==> src/rtl/truth_table_sweeper.sv <==
// Truth-table sweeper: walks every N_IN-bit vector, samples X after SETTLE cycles, scores against EXPECTED.
// Optional first-fail capture ports are built when TT_FIRST_FAIL_EN is defined.
module truth_table_sweeper #(
    parameter int                   N_IN     = 3,
    parameter int                   SETTLE   = 2,
    parameter logic [(1<<N_IN)-1:0] EXPECTED = 8'hFA
) (
    input  logic                   CLK,
    input  logic                   RST,
    input  logic                   START,
    input  logic                   X,
    output logic [N_IN-1:0]        VEC,
    output logic                   BUSY,
    output logic                   DONE,
    output logic [(1<<N_IN)-1:0]   TABLE,
    output logic                   PASS,
`ifdef TT_FIRST_FAIL_EN
    output logic                   FAIL_VALID,
    output logic [N_IN-1:0]        FAIL_IDX,
`endif
    output logic [N_IN:0]          MISMATCH
);

    // state | meaning
    // IDLE   | waiting for START, results held
    // HOLD   | driving VEC, counting settle cycles, sampling X on the last one
    // FINISH | one-cycle DONE, PASS already registered
    typedef enum logic [1:0] {
        IDLE   = 2'd0,
        HOLD   = 2'd1,
        FINISH = 2'd2
    } state_t;

    localparam int                 ROWS    = 1 << N_IN;
    localparam int                 CNT_W   = (SETTLE > 1) ? $clog2(SETTLE) : 1;
    localparam logic [CNT_W-1:0]   CNT_MAX = CNT_W'(SETTLE - 1);
    localparam logic [N_IN-1:0]    VEC_MAX = '1;
    localparam logic [N_IN:0]      MIS_ONE = (N_IN+1)'(1);

    state_t                state_q,  state_d;
    logic [CNT_W-1:0]      cnt_q,    cnt_d;
    logic [N_IN-1:0]       vec_q,    vec_d;
    logic [ROWS-1:0]       table_q,  table_d;
    logic [N_IN:0]         mism_q,   mism_d;
    logic                  pass_q,   pass_d;
`ifdef TT_FIRST_FAIL_EN
    logic                  fail_valid_q, fail_valid_d;
    logic [N_IN-1:0]       fail_idx_q,   fail_idx_d;
`endif

    logic sample_now;
    logic last_row;

    assign sample_now = (state_q == HOLD) && (cnt_q == CNT_MAX);
    assign last_row   = (vec_q == VEC_MAX);

    always_ff @(posedge CLK) begin
        if (RST) begin
            state_q <= IDLE;
            cnt_q   <= '0;
            vec_q   <= '0;
            table_q <= '0;
            mism_q  <= '0;
            pass_q  <= 1'b0;
`ifdef TT_FIRST_FAIL_EN
            fail_valid_q <= 1'b0;
            fail_idx_q   <= '0;
`endif
        end else begin
            state_q <= state_d;
            cnt_q   <= cnt_d;
            vec_q   <= vec_d;
            table_q <= table_d;
            mism_q  <= mism_d;
            pass_q  <= pass_d;
`ifdef TT_FIRST_FAIL_EN
            fail_valid_q <= fail_valid_d;
            fail_idx_q   <= fail_idx_d;
`endif
        end
    end

    always_comb begin
        state_d = state_q;
        case (state_q)
            IDLE:    if (START) state_d = HOLD;
            HOLD:    if (sample_now && last_row) state_d = FINISH;
            FINISH:  state_d = IDLE;
            default: state_d = IDLE;
        endcase
    end

    // Datapath next values; PASS is scored from the table including the final sample.
    always_comb begin
        cnt_d   = cnt_q;
        vec_d   = vec_q;
        table_d = table_q;
        mism_d  = mism_q;
        pass_d  = pass_q;
`ifdef TT_FIRST_FAIL_EN
        fail_valid_d = fail_valid_q;
        fail_idx_d   = fail_idx_q;
`endif
        case (state_q)
            IDLE: begin
                if (START) begin
                    cnt_d   = '0;
                    vec_d   = '0;
                    table_d = '0;
                    mism_d  = '0;
                    pass_d  = 1'b0;
`ifdef TT_FIRST_FAIL_EN
                    fail_valid_d = 1'b0;
                    fail_idx_d   = '0;
`endif
                end
            end
            HOLD: begin
                if (sample_now) begin
                    table_d[vec_q] = X;
                    if (X != EXPECTED[vec_q]) begin
                        mism_d = mism_q + MIS_ONE;
`ifdef TT_FIRST_FAIL_EN
                        if (!fail_valid_q) begin
                            fail_valid_d = 1'b1;
                            fail_idx_d   = vec_q;
                        end
`endif
                    end
                    if (last_row) begin
                        pass_d = (table_d == EXPECTED);
                    end else begin
                        vec_d = vec_q + 1'b1;
                        cnt_d = '0;
                    end
                end else begin
                    cnt_d = cnt_q + 1'b1;
                end
            end
            FINISH: vec_d = '0;
            default: begin
                cnt_d = '0;
                vec_d = '0;
            end
        endcase
    end

    always_comb begin
        BUSY     = (state_q == HOLD);
        DONE     = (state_q == FINISH);
        VEC      = vec_q;
        TABLE    = table_q;
        PASS     = pass_q;
        MISMATCH = mism_q;
`ifdef TT_FIRST_FAIL_EN
        FAIL_VALID = fail_valid_q;
        FAIL_IDX   = fail_idx_q;
`endif
    end

endmodule

==> config.mk <==
export PLATFORM = sky130hd
export DESIGN_NAME = truth_table_sweeper
export DESIGN_NICKNAME = d
export VERILOG_FILES = /design/src/rtl/truth_table_sweeper.sv
export SDC_FILE = /design/constraint.sdc
export NUM_CORES = 1
export LEC_CHECK = 0
export CAP_MARGIN = 20
export CELL_PAD_IN_SITES_DETAIL_PLACEMENT = 2
export CELL_PAD_IN_SITES_GLOBAL_PLACEMENT = 2
export CORE_MARGIN = 1
export CORE_UTILIZATION = 29
export DETAILED_ROUTE_END_ITERATION = 7
export PLACE_DENSITY_LB_ADDON = 0.15
export RECOVER_POWER = 50
export SYNTH_ARGS = -nofsm -noshare
export SYNTH_HDL_FRONTEND = slang
export SYNTH_SLANG_ARGS = --single-unit
==> constraint.sdc <==
create_clock -name CLK -period 1.8 [get_ports CLK]
set_input_delay 0.54 -clock CLK [delete_from_list [all_inputs] [get_ports CLK]]
set_output_delay 0.54 -clock CLK [all_outputs]
set_load 0.005 [all_outputs]
==> impl_metrics.tcl, run 1 <==
set metrics [dict create \
    htree_num_levels 1 \
    crit_chain "clkdlybuf4s50_1" \
    diodes 0 \
    power_uw 1041 \
    r2r_slack_ns 0.13 \
    cellPowerDensity_nw_per_um2 654.7 \
    setup_viol 0 \
    place.detailed.hpwl_um 2865 \
    grt_pass1_wl_um 6417 \
    gr-usage-all-layers_pct 20.08 \
    rsz0062_at_grt "false" \
    place_inst 220 \
    critPathLaunch "VEC[0]$_SDFFE_PP0N_" \
    start_util_pct 30.50 \
    crit_fanout 8 \
    dr.pass1.iters 4 \
    antenna_found_initial 0 \
    route.detailed.drc 0 \
    synth_edf_count 0 \
    core_sq_um 3689 \
    first_global_vias 1317 \
    syn_area_sq_um 1125 \
    min_path_type "register to register" \
    postLayoutCellArea_sq_um 1590 \
    syn_nets 152 \
    period_needed_ns 1.718 \
    final_cells 227 \
    reg2reg_depth 5 \
    crit_family "buffers and inverters" \
    clk_pin_slew_worst_paths_ns 0.09 \
    grt_max_degree 16 \
    slew_viol_final 0 \
    hold_path_depth 2 \
    path_buf_inv 1 \
    cts_buffer_depth 2 \
    worstSkewPairLatency_ns 0.26 \
    syn_inst 145 \
    slowest_stage "clkdlybuf4s50_1" \
    clock.fmax_mhz 582.2 \
    clock-sinks 20 \
    vdd_drop_max_v 0.0002359 \
    cts_buffers 3 \
    drt-initial-drc-count 38 \
    r2r_start "VEC[0]$_SDFFE_PP0N_" \
    via_per_inst 5.291 \
    wl_per_cell_um 16.63 \
    syn_area_per_cell_sq_um 7.757 \
    leakage_uw 0.0006117 \
    dieArea_sq_um 4132 \
    end_kind "primary output" \
    required_ns 1.26 \
    drive_gt1_share_pct 20.67 \
    dieHeight_um 64.28 \
    syn_to_final_growth_pct 41.38 \
    cts_tree "done" \
    vias 1201 \
    status "finished clean" \
    fill_cells 441 \
    clockRootBuffer "clkbuf_8" \
    cp.arrival_ns 1.18 \
    synth_ff_type "dfxtp_1" \
    rows 22 \
    drv_cap 0 \
    detail_route.wirelength_um 3776 \
    final_common_cell "a21oi_1" \
    pin_count 22 \
    finalCritPeriodShare_pct 95.42 \
    worst_pin_slew_ns 0.4185 \
    startpoint_type "register" \
    layout_common_cells "a21oi_1 (21), buf_4 (18), dfxtp_1 (16), clkdlybuf4s50_1 (16), nor2_1 (11)" \
    slew_headroom_pct 71.88 \
    dpl-instance-area_sq_um 1475 \
    max_stage_delay_ns 0.51 \
    seq_area_frac_synth_pct 35.60 \
    drtAntennaViolNets 0 \
    synth_seq_cells 20 \
    whs_ns 0.4884 \
    synth.distinct_cells 38 \
    critical_path_class "register to primary output" \
    nNetsFinal 187 \
    fin_ws_ns 0.08242 \
    worstReg2RegEnd "PASS$_SDFFE_PP0P_" \
    place_ws_ns -0.3336 \
    min_delay_worst_endpoint "TABLE[7]$_SDFFE_PP0P_" \
    finClkSkew_ns 0.003939 \
    yosys_warnings 0 \
    port_buffers 21 \
    hold_viol 0 \
    min_from "TABLE[7]$_SDFFE_PP0P_" \
    grt_overflow 0 \
    die_x_um 64.28 \
    place_congestion 0.7592 \
    async_flop_share_pct 0 \
]
==> metal layers <==
metal,GRT usage [%],up-vias,wire length (um)
met3,2.321,4,73
met2,33.95,18,1906
met1,26.21,589,1760
met5,0,-,0
li1,-,590,-
met4,6.667,0,36
==> sequential cells by signal (all words and copies together), names as in the netlist, named ones only <==
signal / cells
VEC: 3
PASS: 1
cnt_q: 1
TABLE: 8
state_q: 2
MISMATCH: 4
==> power breakdown <==
group	switching, uW	internal (uW)
registers	8.84	447
logic	63.4	54.8
clock network	170	297
==> worst max path at each step <==
stage | endpoint | depth (start not counted)
floorplan | MISMATCH[3]$_SDFFE_PP0P_ | 5
global placement | MISMATCH[3]$_SDFFE_PP0P_ | 5
global route | MISMATCH[1]$_SDFFE_PP0P_ | 6
detailed placement | PASS$_SDFFE_PP0P_ | 5
CTS | TABLE[4]$_SDFFE_PP0P_ | 6
finish | VEC[0] | 1
==> what timing repair did <==
action                     in CTS  in global routing
pin swaps                       0                  1
hold buffers                    0                  0
resized for setup              13                  7
setup endpoints to repair       9                 12
setup buffers                   1                  2
==> cells by family after synthesis <==
group                      share of synthesized area, %
and+or+nand+nor                                   26.25
AOI/OAI and AO/OA                                 25.25
adders and majority gates                         3.337
buffers and inverters                             5.896
xor gates and xnor gates                         0.7788
DFF                                               35.59
muxes                                             2.892
==> stage by stage <==
stage / TNS [ns] / util (%)
detailed placement: -3.707 / 39.99
floorplan: 0 / -
finish: 0 / 43.11
CTS: 0 / 42.44
global placement: -2.845 / 39.99
global route: 0 / 43.11
==> layout make-up <==
class | count | area (sq um) | share of cell area [%]
Clock inverter | 1 | 30.03 | 1.888
Timing Repair Buffer | 41 | 359.1 | 22.58
Tap cell | 48 | 60.06 | 3.777
Sequential cell | 20 | 410.4 | 25.81
Inverter | 5 | 18.77 | 1.180
Clock buffer | 3 | 41.29 | 2.596
Multi-Input combinational cell | 109 | 670.6 | 42.17
==> cells in the mapped netlist, types with 2 or more instances <==
cell      instances  area (sq um)
or3_1             2         12.51
ha_1              3         37.54
nor2b_1           5         31.28
nor2_1           11         41.29
a211oi_1          2         15.01
dfxtp_1          20         400.4
and3_1            2         12.51
mux2_2            2         22.52
a21oi_1          23         115.1
o31ai_1           2         15.01
nor3_1            3         15.01
inv_1             5         18.77
nand3_1           9         45.04
a22oi_1           2         15.01
nand2_1           7         26.28
o21ai_0          11         55.05
or3b_2            2         17.52
buf_2             2         10.01
nand3b_1          4         30.03
clkbuf_1          8         30.03
nand2b_1          3         18.77
No activity file was read; power rests on OpenSTA's default activity.
==> run 2, diff against run 1 <==
Settings changed: CORE_UTILIZATION 29 to 35, CTS_CLUSTER_DIAMETER set to 150, DONT_BUFFER_PORTS set to 1.
==> impl_metrics.tcl, run 2 (same netlist as run 1, synthesis figures left out) <==
set metrics [dict create \
    final_common_cell "a21oi_1" \
    end_kind "register" \
    clk_pin_slew_worst_paths_ns 0.13 \
    slew_headroom_pct 70.09 \
    place_congestion 0.7344 \
    cts_buffers 3 \
    crit_chain "clkbuf_2 -> or3b_2 -> a21oi_1 -> o2111ai_1 -> o21ai_0" \
    pin_count 22 \
    slew_viol_final 0 \
    grt_max_degree 21 \
    rsz0062_at_grt "false" \
    gr-usage-all-layers_pct 21.17 \
    rows 20 \
    drtAntennaViolNets 0 \
    worst-path-stages 5 \
    drive_gt1_share_pct 13.61 \
    port_buffers 0 \
    finalCritPeriodShare_pct 92.62 \
    vdd_drop_max_v 0.0003207 \
    drv_cap 0 \
    status "finished clean" \
    cp.arrival_ns 1.91 \
    reg2reg_depth 5 \
    p_switching_uw 206.9 \
    critPathLaunch "VEC[0]$_SDFFE_PP0N_" \
    worstSkewPairLatency_ns 0.30 \
    layout_common_cells "a21oi_1 (23), dfxtp_1 (19), o21ai_0 (11), nor2_1 (11), nand3_1 (9)" \
    setup_viol 0 \
    htree_num_levels 1 \
    final_cells 191 \
    critical_path_class "register to register" \
    dieArea_sq_um 3445 \
    clockRootBuffer "clkbuf_4" \
    drt-initial-drc-count 48 \
    route.detailed.drc 0 \
    path_buf_inv 1 \
    grt_overflow 0 \
    grt_pass1_wl_um 5492 \
    largest_reg_flops 8 \
    period_needed_ns 1.667 \
    finClkSkew_ns 0.004180 \
    r2r_slack_ns 0.13 \
    internal_power_uw 601.9 \
    crit_fanout 17 \
    max_stage_delay_ns 0.52 \
    worstReg2RegEnd "PASS$_SDFFE_PP0P_" \
    r2r_start "VEC[0]$_SDFFE_PP0N_" \
    netSwitchingFraction_pct 25.58 \
    crit_family "simple AND/OR/NAND/NOR gates" \
    cts_tree "done" \
    seqPwrFrac_pct 56.6 \
    whs_ns 0.2847 \
    clock.fmax_mhz 599.8 \
    min_path_type "input port to register" \
    cts_buffer_depth 2 \
    wl_per_cell_um 17.57 \
    place_inst 187 \
    leakage_uw 0.0004471 \
    cellPowerDensity_nw_per_um2 656.3 \
    power_uw 808.9 \
    place.detailed.hpwl_um 2398 \
    fill_cells 382 \
    post-route-util_pct 40.37 \
    detail_route.wirelength_um 3355 \
    syn_to_final_growth_pct 9.566 \
    via_per_inst 5.649 \
    slowest_stage "or3b_2" \
    start_util_pct 36.84 \
    vias 1079 \
    antenna_found_initial 0 \
    nNetsFinal 155 \
    die_x_um 58.69 \
    cts_hold_buf 0 \
    first_global_vias 1128 \
    fin_tns_setup_ns 0 \
    pwr-share-clk_pct 34.2 \
    dr.pass1.iters 3 \
    diodes 0 \
    clock-sinks 20 \
    required_ns 2.04 \
    hold_viol 0 \
    core_sq_um 3053 \
    worst_pin_slew_ns 0.4452 \
    startpoint_type "register" \
    min_from "RST" \
    dieHeight_um 58.69 \
    crit_end "PASS$_SDFFE_PP0P_" \
    power_frac_comb_pct 9.2 \
]
[run 2: through the flow]
step / worst slack, ns / instance area, sq um
after floorplan: 0.1245 / 1125
after global placement: 0.2371 / 1200
after detailed placement: 0.1024 / 1200
after CTS: 0.03980 / 1236
after global routing: 0.02303 / 1232
final: 0.1329 / 1232
[run 2: per-layer routing]
layer | track usage [%] | share of wire [%] | up-vias
met5 | 0 | 0 | -
met4 | 5.102 | 0.24 | 0
met3 | 3.736 | 3.8 | 2
met2 | 37.60 | 49 | 19
met1 | 26.56 | 47 | 533
li1 | - | - | 525
[run 2: repair_timing]
| item | 4_1_cts | 5_1_grt |
|---|---|---|
| resized for setup | 0 | 1 |
| endpoints found under the setup margin | 0 | 1 |
| setup buffers | 0 | 0 |
[run 2: power by group through the flow]
stage	combinational, uW	sequential, uW	clock [uW]
3_5_place_dp	74.5	468	0
6_report	74.1	458	277
2_1_floorplan	58.8	466	0
3_3_place_gp	71.3	467	0
4_1_cts	75.3	458	285
5_1_grt	83.0	460	307
[run 2: area by class of cell]
| cell class | instances | area [sq um] | share of cell area (%) |
|---|---|---|---|
| clock buffer | 4 | 36.28 | 2.944 |
| multi-input combinational | 109 | 658.1 | 53.40 |
| sequential | 20 | 401.6 | 32.59 |
| tap | 44 | 55.05 | 4.467 |
| inverter | 5 | 18.77 | 1.523 |
| timing repair buffer | 9 | 62.56 | 5.076 |
[run 2: worst min path at each step]
stage,endpoint,depth (start not counted)
6_report,MISMATCH[0]$_SDFFE_PP0P_,1
5_1_grt,TABLE[2]$_SDFFE_PP0P_,1
4_1_cts,cnt_q$_SDFFE_PP0P_,1
3_5_place_dp,TABLE[7]$_SDFFE_PP0P_,2
3_3_place_gp,TABLE[7]$_SDFFE_PP0P_,2
2_1_floorplan,TABLE[7]$_SDFFE_PP0P_,2
==> variant 1 (settings of run 1) <==
Change the parameter `SETTLE` from 2 to 1.
--- a/src/rtl/truth_table_sweeper.sv
+++ b/src/rtl/truth_table_sweeper.sv
@@ -2,7 +2,7 @@
 // Optional first-fail capture ports are built when TT_FIRST_FAIL_EN is defined.
 module truth_table_sweeper #(
     parameter int                   N_IN     = 3,
-    parameter int                   SETTLE   = 2,
+    parameter int                   SETTLE   = 1,
     parameter logic [(1<<N_IN)-1:0] EXPECTED = 8'hFA
 ) (
     input  logic                   CLK,
Function: changed (Yosys sat finds a counterexample within 4 cycles, from zero or initial values and one cycle with RST high).
==> variant 1 against run 1 <==
  * Clock skew fell by 0.00077 ns
  * Sequential cell count did not move
  * Synthesized area fell by 1.8%
  * Critical endpoint is now MISMATCH[0]$_SDFFE_PP0P_
  * Total power fell by 4.5%
  * Routed wire length fell by 4.9%
  * Via count fell by 4.6%
  * Non-clock buffer count rose by 2
  * Critical path depth rose by 5
  * Global-route usage fell by 0.29 points
  * Design area fell by 1.7%
  * Synthesized cell count fell by 4.1%
  * Worst setup slack got worse by 0.031 ns
  * Largest cell class unchanged
  * Utilization fell by 0.39 points
==> variant 1: results <==
group,metric,value,unit
cells_and_area,drive_gt1_frac,0.209,
placed_design,portBuffers,21,
drt,viasPerCell,5.09,
logic_synthesis,async_reset_ff_frac,0,
logic_synthesis,synthDistinctLibCells,39,
setup_path,cp_slowest_cell,"clkdlybuf4s50_1",
power_and_ir_drop,peakVddDrop,0.000257,V
clock_tree,cts_made_buffers,3,
setup_path,cpPeakStageDelay,0.52,ns
logic_synthesis,avgSynthCellArea,7.95,um^2
timing,finClkSkew,0.00317,ns
hold_path,min_path_type,"flip-flop to flip-flop",
outcome,status,"complete, no violations",
clock_tree,cts_buffer_depth,2,
clock_tree,htree_levels,1,
global_route,grt_use_total,0.198,
drt,dr.first_iter.drc_count,34,
cells_and_area,fin_nets,185,
global_route,grt_pass1_wl,6120,um
cells_and_area,antenna_cells,0,
logic_synthesis,synth_top_flop_cell,"dfxtp_1",
placed_design,hpwl,2640,um
clock_tree,clockRootBuffer,"clkbuf_8",
drt,vias,1146,
logic_synthesis,synth_nets,146,
clock_tree,clock_latency,0.26,ns
clock_tree,clk_pin_slew,0.07,ns
placed_design,gp_congestion,0.793,
setup_path,crit_family,"buffers and inverters",
timing,slew_headroom,0.697,
logic_synthesis,yosysSeqAreaShare,0.362,
logic_synthesis,synth_warnings,0,
logic_synthesis,ys_top_cells_by_area,"dfxtp_1, a21oi_1, o21ai_0",
placed_design,dp_cells,220,
global_route,met2_usage,0.344,
cells_and_area,largest_reg_flops,8,
global_route,grt_pass1_vias,1251,
drt,dr.pass1.iters,4,
power_and_ir_drop,p_leak,0.621,nW
global_route,met1_usage,0.245,
global_route,met3_usage,0.0344,
drt,routed_wl,3590,um
logic_synthesis,synth_commonest_cells,"dfxtp_1, nor2_1, a21oi_1, o21ai_0, nand2_1",
setup_path,worstPathArrival,1.89,ns
placed_design,pre_cts_ws,-0.347,ns
global_route,grt_max_degree,21,
global_route,antenna_found_initial,0,
setup_path,cp_max_fo,4,
cells_and_area,fill_cells,424,
-- variant 1: changes by cell type after synthesis, moves of 3 or more --
cell	run 1	this run
a21oi_1	23	15
nand3_1	9	5
nand3b_1	4	0
nor2_1	11	16
nor2b_1	5	2
o21ai_0	11	14
-- variant 1: worst paths after layout --
check                           cells past startpoint                     from  slack (ns)                       end
worst min register to register                      2    TABLE[7]$_SDFFE_PP0P_        0.49     TABLE[7]$_SDFFE_PP0P_
worst max register to register                      7  state_q[1]$_SDFFE_PP0P_        0.18     TABLE[2]$_SDFFE_PP0P_
worst max-delay path                                6                    START        0.05  MISMATCH[0]$_SDFFE_PP0P_
worst min-delay path                                2    TABLE[7]$_SDFFE_PP0P_        0.49     TABLE[7]$_SDFFE_PP0P_
-- variant 1: cell families (layout without fill, tap and decap cells) --
group           count (synthesis)  after routing  share of synthesized area
buf+inv                        13             51                     0.0498
compound gates                 43             43                      0.234
mux                             2              2                     0.0193
fa+ha+maj                       3              3                     0.0340
flops                          20             20                      0.362
simple gates                   55             55                      0.276
xor+xnor                        3              3                     0.0238
-- variant 1: routing by layer --
layer / share of wire / vias up
li1: - / 571
met1: 0.46 / 552
met2: 0.50 / 18
met3: 0.028 / 5
met4: 0.013 / 0
met5: 0 / -
-- variant 1: worst reg2reg max path, cell delays in order, from the launching register on --
cell and delay, ns:
dfxtp_2 0.33, buf_4 0.14, buf_4 0.16, nand2b_1 0.27, nor2_1 0.24, clkbuf_1 0.17
nand3_1 0.10, a21oi_1 0.15
-- variant 1: cell type report --
class	instances	area share
sequential	20	0.260
tap	48	0.0384
timing repair buffer	43	0.234
clock buffer	4	0.0352
multi-input combinational	106	0.423
inverter	4	0.00960
-- variant 1: metrics by stage --
step                hold WS [ns]   util  TNS (ns)  instance area, um^2
global placement           0.477  0.408     -2.01                 1490
floorplan                  0.465      -         0                 1100
finish                     0.491  0.427         0                 1560
global route               0.519  0.427  -0.00671                 1560
CTS                        0.509  0.425         0                 1560
detailed placement         0.495  0.408     -2.74                 1490
-- variant 1: timing repair --
action | CTS | global route
setup buffers | 1 | 0
setup endpoints to repair | 4 | 4
resized for setup | 8 | 3
-- variant 1: power by group --
group / total [W] / leakage (nW) / switching, W / internal [W]
Clock: 0.000353 / 0.0288 / 0.000158 / 0.000195
Sequential: 0.000462 / 0.164 / 0.00000924 / 0.000452
Combinational: 0.000180 / 0.428 / 0.0000944 / 0.0000852
==> variant 2 (settings of run 1) <==
Without the edit above. The 3 states of `state_t` get a one-hot encoding in 3 bits.
--- a/src/rtl/truth_table_sweeper.sv
+++ b/src/rtl/truth_table_sweeper.sv
@@ -25,10 +25,10 @@
     // IDLE   | waiting for START, results held
     // HOLD   | driving VEC, counting settle cycles, sampling X on the last one
     // FINISH | one-cycle DONE, PASS already registered
-    typedef enum logic [1:0] {
-        IDLE   = 2'd0,
-        HOLD   = 2'd1,
-        FINISH = 2'd2
+    typedef enum logic [2:0] {
+        IDLE   = 3'b001,
+        HOLD   = 3'b010,
+        FINISH = 3'b100
     } state_t;
 
     localparam int                 ROWS    = 1 << N_IN;
Check against the original RTL: no difference found for any inputs over 10 cycles, from zero or initial values and one cycle with RST high; not proved beyond that.
==> variant 2 against run 1 <==
  * Sequential cell count increased by 1
  * Design area rose by 13%
  * Worst setup slack worse by 0.056 ns
  * Routed wire length increased by 28%
  * Synthesized area up 12%
  * Highest routed layer unchanged
  * Critical path type unchanged
  * Largest power group is now sequential cells
  * Total power fell by 9.6%
  * First-iteration DRC count up 97%
  * Critical endpoint is now TABLE[0]
  * Combinational power increased by 20%
==> variant 2: results <==
group,metric,value,unit
clock_tree,cts_buffer_depth,2,
setup_path,rrSetupSlack,0.08,ns
global_route,grt_use_total,0.229,
cells_and_area,fill_cells,481,
logic_synthesis,synthDistinctLibCells,45,
power_and_ir_drop,peakVddDrop,0.000286,V
drt,dr.first_iter.drc_count,75,
cells_and_area,fin_nets,215,
cells_and_area,drive_gt1_frac,0.261,
setup_path,cpPeakStageDelay,0.55,ns
power_and_ir_drop,comb_power_share,0.151,
setup_path,crit_family,"buffers and inverters",
logic_synthesis,ys_top_cells_by_area,"dfxtp_1, a21oi_1, o21ai_0",
drt,ant_nets,0,
clock_tree,cts_made_buffers,3,
power_and_ir_drop,p_leak,0.662,nW
timing,finalCritPeriodShare,0.985,
logic_synthesis,synth-compound-area-share,0.280,
logic_synthesis,async_reset_ff_frac,0,
setup_path,cp_max_fo,4,
timing,finClkSkew,0.00607,ns
drt,wire_per_inst,18.8,um
logic_synthesis,synth_nets,166,
placed_design,hpwl,3390,um
timing,whs,0.502,ns
power_and_ir_drop,p_sw,0.000244,W
placed_design,placed_cell_area,1680,um^2
logic_synthesis,synth_adder_area_share,0.0299,
power_and_ir_drop,power_density,523,nW/um^2
logic_synthesis,synth_xor_area_frac,0.00697,
placed_design,gp_congestion,0.769,
global_route,grt_max_degree,20,
placed_design,pre_cts_ws,-0.364,ns
cells_and_area,multiInputGateArea,783,um^2
cells_and_area,largest_reg_flops,8,
setup_path,worstPathArrival,1.23,ns
logic_synthesis,yosysSeqAreaShare,0.335,
global_route,antenna_found_initial,0,
outcome,status,"complete, no violations",
global_route,grt_pass1_vias,1491,
placed_design,portBuffers,21,
timing,setup_viol,0,
global_route,grt_pass1_wl,7690,um
drt,viasPerCell,5.54,
clock_tree,htree_levels,1,
logic_synthesis,synth_commonest_cells,"a21oi_1, dfxtp_1, o21ai_0, clkbuf_1, nand2_1",
timing,worst_slew_pin_slew,0.404,ns
logic_synthesis,synthMuxAreaShare,0,
## variant 2: cell count changes after synthesis, moves of 5 or more
cell     delta
nor2_1      -5
or4_1       +5
a21oi_1     +5
nand4_1     +5
nand3_1     -5
## variant 2: layout make-up
cell class / instances / area share
multi-input cells: 118 / 0.435
clock buffers: 4 / 0.0250
inverters: 8 / 0.0167
well taps: 50 / 0.0348
flip-flops and latches: 21 / 0.236
repair buffers: 56 / 0.252
## variant 2: worst register-to-register path: cells and delay by family (launching register included)
kind	cells	cell delay [ns]
compound gates	2	0.37
fa+ha+maj	2	0.37
flops	1	0.33
simple gates	2	0.59
## variant 2: cells by family (layout without fill, tap and decap cells)
family          count (synthesis)  after routing
compound gates                 58             58
simple gates                   56             56
flops                          21             21
buf+inv                        20             68
fa+ha+maj                       3              3
xor+xnor                        1              1
## variant 2: path summary, 6_finish.rpt
| check | start | endpoint | depth (start not counted) |
|---|---|---|---|
| worst min-delay path | MISMATCH[2]$_SDFFE_PP0P_ | MISMATCH[2]$_SDFFE_PP0P_ | 2 |
| worst min register to register | MISMATCH[2]$_SDFFE_PP0P_ | MISMATCH[2]$_SDFFE_PP0P_ | 2 |
| worst max register to register | VEC[0]$_SDFFE_PP0N_ | VEC[2]$_SDFFE_PP0N_ | 6 |
| worst max-delay path | TABLE[0]$_SDFFE_PP0P_ | TABLE[0] | 1 |
## variant 2: per-stage QoR
stage / instances / TNS (ns)
6_report: 257 / 0
5_1_grt: 257 / -0.00530
4_1_cts: 255 / 0
3_5_place_dp: 246 / -4.17
3_3_place_gp: 246 / -2.97
2_1_floorplan: 159 / 0
## variant 2: timing repair
item / 4_1_cts / 5_1_grt
pin swaps: 3 / 2
setup buffers: 5 / 2
endpoints found under the setup margin: 11 / 8
hold buffers: 0 / 0
gates resized for setup: 20 / 9
## variant 2: power groups by stage
| stage | clock network (W) | logic [W] | registers, W |
|---|---|---|---|
| finish | 0.000325 | 0.000142 | 0.000474 |
| global route | 0.000363 | 0.000154 | 0.000475 |
| CTS | 0.000341 | 0.000135 | 0.000473 |
| detailed placement | 0 | 0.000125 | 0.000485 |
| global placement | 0 | 0.000120 | 0.000485 |
| floorplan | 0 | 0.0000628 | 0.000484 |
## variant 2: layer usage
| metal | global-route usage | vias to the layer above | wire length (um) |
|---|---|---|---|
| met5 | 0 | - | 0 |
| met4 | 0.0547 | 0 | 41 |
| li1 | - | 685 | - |
| met2 | 0.402 | 22 | 2440 |
| met1 | 0.286 | 714 | 2220 |
| met3 | 0.0450 | 4 | 144 |
